File: config.mk
export PLATFORM = sky130hd
export DESIGN_NAME = dmem_ctrl
export DESIGN_NICKNAME = d
export VERILOG_FILES = /design/src/rtl/dmem_ctrl.sv
export SDC_FILE = /design/constraint.sdc
export NUM_CORES = 1
export LEC_CHECK = 0
export BUFFER_PORTS_ARGS = -buffer_cell sky130_fd_sc_hd__buf_2
export CAP_MARGIN = 20
export CORE_MARGIN = 2
export CORE_UTILIZATION = 42
export DETAILED_ROUTE_END_ITERATION = 16
export GPL_TIMING_DRIVEN = 0
export PLACE_DENSITY = 0.86
export SYNTH_ARGS = -nofsm -noshare
export SYNTH_HDL_FRONTEND = slang
export SYNTH_SLANG_ARGS = --single-unit
File: constraint.sdc
create_clock -name clk -period 1.9 [get_ports clk]
set_input_delay 0.095 -clock clk [delete_from_list [all_inputs] [get_ports clk]]
set_output_delay 0.095 -clock clk [all_outputs]
set_load 0.03 [all_outputs]
File: src/rtl/dmem_ctrl.sv
// Data-memory controller: turns byte/half/word load/store requests into single-cycle
// RAM accesses with lane enables, and returns aligned, extended load data or an error.
module dmem_ctrl #(
    parameter int AW = 32,
    parameter int DW = 32,
    parameter int MW = 4
) (
    input  logic          clk,
    input  logic          rstn,
    input  logic          req_valid,
    output logic          req_ready,
    input  logic          req_we,
    input  logic [AW-1:0] req_addr,
    input  logic [1:0]    req_size,
    input  logic          req_unsigned,
    input  logic [DW-1:0] req_wdata,
    output logic          rsp_valid,
    input  logic          rsp_ready,
    output logic [DW-1:0] rsp_rdata,
    output logic          rsp_err,
    output logic          ram_cs,
    output logic          ram_we,
    output logic [MW-1:0] ram_wem,
    output logic [AW-1:0] ram_addr,
    output logic [DW-1:0] ram_din,
    input  logic [DW-1:0] ram_dout
);

    localparam logic [1:0] IDLE    = 2'd0;
    localparam logic [1:0] RD_WAIT = 2'd1;
    localparam logic [1:0] RSP     = 2'd2;

    localparam logic [1:0] SZ_BYTE = 2'd0;
    localparam logic [1:0] SZ_HALF = 2'd1;
    localparam logic [1:0] SZ_WORD = 2'd2;

    logic [1:0]    state;
    logic [1:0]    ld_off;
    logic [1:0]    ld_size;
    logic          ld_uns;

    logic          accept;
    logic          req_err;
    logic [MW-1:0] lane_mask;
    logic [DW-1:0] lane_data;
    logic [DW-1:0] ld_shift;
    logic [DW-1:0] ld_ext;

    always_comb begin
        req_err = 1'b0;
        case (req_size)
            SZ_BYTE: req_err = 1'b0;
            SZ_HALF: req_err = req_addr[0];
            SZ_WORD: req_err = |req_addr[1:0];
            default: req_err = 1'b1;
        endcase
    end

    always_comb begin
        lane_mask = '1;
        lane_data = req_wdata;
        case (req_size)
            SZ_BYTE: begin
                lane_mask = MW'(1) << req_addr[1:0];
                lane_data = {4{req_wdata[7:0]}};
            end
            SZ_HALF: begin
                lane_mask = MW'(3) << req_addr[1:0];
                lane_data = {2{req_wdata[15:0]}};
            end
            default: begin
                lane_mask = '1;
                lane_data = req_wdata;
            end
        endcase
    end

    // RAM port is driven straight from the request so the access happens in the accept cycle.
    assign req_ready = (state == IDLE);
    assign accept    = req_valid & req_ready;
    assign ram_cs    = accept & ~req_err;
    assign ram_we    = ram_cs & req_we;
    assign ram_wem   = ram_we ? lane_mask : '0;
    assign ram_addr  = ram_cs ? req_addr : '0;
    assign ram_din   = ram_cs ? lane_data : '0;
    assign rsp_valid = (state == RSP);

    assign ld_shift = ram_dout >> {ld_off, 3'b000};

    always_comb begin
        ld_ext = ld_shift;
        case (ld_size)
            SZ_BYTE: ld_ext = ld_uns ? {{(DW-8){1'b0}}, ld_shift[7:0]}
                                     : {{(DW-8){ld_shift[7]}}, ld_shift[7:0]};
            SZ_HALF: ld_ext = ld_uns ? {{(DW-16){1'b0}}, ld_shift[15:0]}
                                     : {{(DW-16){ld_shift[15]}}, ld_shift[15:0]};
            default: ld_ext = ld_shift;
        endcase
    end

    always_ff @(posedge clk or negedge rstn) begin
        if (!rstn) begin
            state     <= IDLE;
            rsp_rdata <= '0;
            rsp_err   <= 1'b0;
            ld_off    <= '0;
            ld_size   <= '0;
            ld_uns    <= 1'b0;
        end else begin
            case (state)
                IDLE: begin
                    if (accept) begin
                        if (req_err) begin
                            state     <= RSP;
                            rsp_err   <= 1'b1;
                            rsp_rdata <= '0;
                        end else if (req_we) begin
                            state     <= RSP;
                            rsp_err   <= 1'b0;
                            rsp_rdata <= '0;
                        end else begin
                            state   <= RD_WAIT;
                            ld_off  <= req_addr[1:0];
                            ld_size <= req_size;
                            ld_uns  <= req_unsigned;
                        end
                    end
                end
                RD_WAIT: begin
                    rsp_rdata <= ld_ext;
                    rsp_err   <= 1'b0;
                    state     <= RSP;
                end
                RSP: begin
                    if (rsp_ready) state <= IDLE;
                end
                default: state <= IDLE;
            endcase
        end
    end

endmodule
==> results.yml <==
timing:
  finalMaxSlewViolations: 0
  layout_min_cycle_time_ps: 1930
  rsz0062_at_grt: "yes"
  timing.fmax_ghz: 0.518
  max_slew_margin_pct: 40.5
  hold_viol_final: 0
  finalSetupViolations: 2
  skew_ps: 5.04
  worst_slew_pin_slew_ps: 893
  fin_ws_ps: -30.4
  timing.final.crit_share_pct: 102
clock_tree:
  cts-root-buf: "clkbuf_8"
  h-tree-depth: 2
  clock-sinks: 40
  clk_latency_ps: 290
  clkTransAtPathRegs_ps: 80
  cts_tree: "done"
  clockBufferDepth: 2
  cts-buffers-inserted: 5
placement:
  place_area_um2: 4100
  gp_congestion: 0.926
  dp_cells: 623
  numPortBuffers: 206
  place_hpwl_um: 8020
job:
  cap_viol_max_count: 0
layout:
  postLayoutCellArea_um2: 4900
  fin_cells: 647
  n_antenna_cell: 0
  nets: 655
  area_delta_synth_final_pct: 66.4
  final_layout_size_suffix_gt1_share_pct: 57.9
synthesis:
  syn_area_per_cell_um2: 9.17
  synthSimpleGateAreaFrac_pct: 19.8
  yosysWarnings: 0
  synth_top_family_by_area: "compound AO/OA/AOI/OAI gates"
  ys_seq_area_share_pct: 34.0
  synthArstFlopShare_pct: 100
  synth_xor_area_share_pct: 0
  post-synth-top-count-cell: "nor2_1"
  synth_top_area_share_pct: 34.0
  syn_nets: 425
  ys.flop_type: "dfrtp_1"
  ys_ff_latch: 40
  synth_mux_area_share_pct: 16.6
  synth_compound_area_share_pct: 22.8
  synth_top_area_cell: "dfrtp_1"
  syn_area_um2: 2940
  syn_inst: 321
  synth-adder-area-share_pct: 0
  synth_edf_count: 0
  synth_area_leaders: "dfrtp_1, mux2i_1, and2_1"
  ys_top_cells_by_count: "nor2_1, dfrtp_1, and2_1"
  ys_types: 43
global_route:
  grt_max_degree: 41
  grt_overflow_total: 0
  grt_pass1_wl_um: 15200
  grt_pass1_vias: 3156
  track_usage_pct: 24.8
  antenna_found_initial: 0
floorplan:
  io-pin-count: 209
  dieArea_um2: 7700
  die_w_um: 87.7
  core_area_um2: 6790
  start_util_pct: 43.3
  rows: 30
  die_h_um: 87.7
routing:
  wl_per_cell_um: 18.1
  ant_nets: 0
  drt_iter0_markers: 242
  routed_wl_um: 11700
  drcViolationCount: 0
  dr.pass1.iters: 5
  num_vias: 3627
  avgViaCountPerCell: 5.61
setup_path:
  slowest_delay_ps: 370
  start_kind: "flop"
  required_ps: 1800
  r2r_start: "ld_off[1]$_DFFE_PN0P_"
  crit_path_start: "state[0]$_DFFE_PN0P_"
  crit_path_end_kind: "output pin"
  path_cells: "buf_6 > nor3b_4 > buf_4 > o21ai_4 > buf_6 > nor2_1 > buf_4"
  cp.arrival_ps: 1840
  criticalPathCategory: "reg -> out"
  worstPathMaxFanout: 10
  rr_worst_depth: 5
  critPathSlowestCell: "dfrtp_1"
power_and_ir_drop:
  p_leak_nw: 2.61
  powerDensity_nw_per_um2: 846
  ir_drop_uv: 358
worst_hold_path:
  whs_path_depth: 2
  holdCritStartpoint: "req_unsigned"
  holdCritPathClass: "in -> reg"
status:
  outcome: "complete, but fails checks"
  violations: "negative setup slack"
critical path, delay by kind of cell, from the launching register on:
family                 cells  cell delay, ps
AOI/OAI and AO/OA          1              70
DFF                        1             370
and+or+nand+nor            2             420
buffers and inverters      4             680
kinds of logic after synthesis:
kind of cell    count (synthesis)
mux                            46
flops                          40
simple gates                  112
compound gates                 89
buf+inv                        34
sequential cells by signal, indices dropped and copies added, names as in the netlist:
signal / cells
rsp_err: 1
ld_off: 2
rsp_rdata: 32
ld_size: 2
ld_uns: 1
state: 2
metal layers:
metal	global-route usage, %	routed length [um]
met4	7.55	562
met2	44.1	5970
met1	30.0	4360
met3	5.09	843
met5	0	0
metrics by stage:
step | worst slack [ps] | util, % | power, mW | hold WS (ps) | TNS, ps
after global routing | -84.3 | 72.1 | 4.35 | 60.6 | -2710
after floorplan | 17.1 | - | 2.50 | -201 | 0
final | -30.4 | 72.1 | 4.15 | 66.9 | -39.1
after CTS | -33.2 | 64.8 | 3.95 | 59.3 | -205
after detailed placement | -46.0 | 60.3 | 3.07 | 264 | -215
after global placement | -3.56 | 60.3 | 3.01 | 238 | -3.56
path summary, 6_finish.rpt:
check	slack (ps)	endpoint
worst max-delay path	-30	ram_din[30]
worst min-delay path	70	ld_uns$_DFFE_PN0P_
worst max register to register	-10	rsp_rdata[12]$_DFFE_PN0P_
worst min register to register	490	rsp_rdata[14]$_DFFE_PN0P_
max in group asynchronous	810	ld_off[1]$_DFFE_PN0P_
min in group asynchronous	460	rsp_rdata[21]$_DFFE_PN0P_
report_power, final:
group          leakage [nW]  internal (mW)  switching, mW
registers             0.537           1.01          0.130
clock network        0.0642          0.517          0.292
logic                  2.01          0.920           1.27
placed cells by master, fill, tap and decap left out, types with 2 or more instances in the layout:
master and count:
a211o_1 8, a21oi_1 24, a21oi_2 5, a221o_1 2, a221o_2 6, a221oi_1 6
a221oi_2 2, and2_1 14, and2_4 25, buf_2 149, buf_4 28, buf_6 60
bufinv_16 2, clkbuf_1 8, clkbuf_8 6, dfrtp_1 39, dlygate4sd3_1 2, inv_1 3
mux2_2 12, mux2i_1 33, nand2_1 10, nand3b_1 2, nor2_1 41, nor2_2 6
nor3_1 2, o21ai_0 12, o21ai_4 2, o2bb2ai_1 15
timing repair:
| action | in CTS | in global routing |
|---|---|---|
| pin swaps | 0 | 7 |
| cloned | 0 | 7 |
| hold buffers | 2 | 0 |
| hold endpoints to repair | 41 | 0 |
| resized for setup | 58 | 153 |
| setup endpoints to repair | 73 | 82 |
| buffers inserted | 1 | 7 |
cell type report:
class	instances	area (um2)
Buffer	29	231
Clock buffer	5	68.8
Clock inverter	2	60.1
Fill cell	447	1890
Inverter	5	23.8
Multi-Input combinational cell	248	1900
Sequential cell	40	1000
Tap cell	96	120
Timing Repair Buffer	221	1490
Timing Repair inverter	1	6.26
Note: power is estimated with default switching activity, not from simulation.
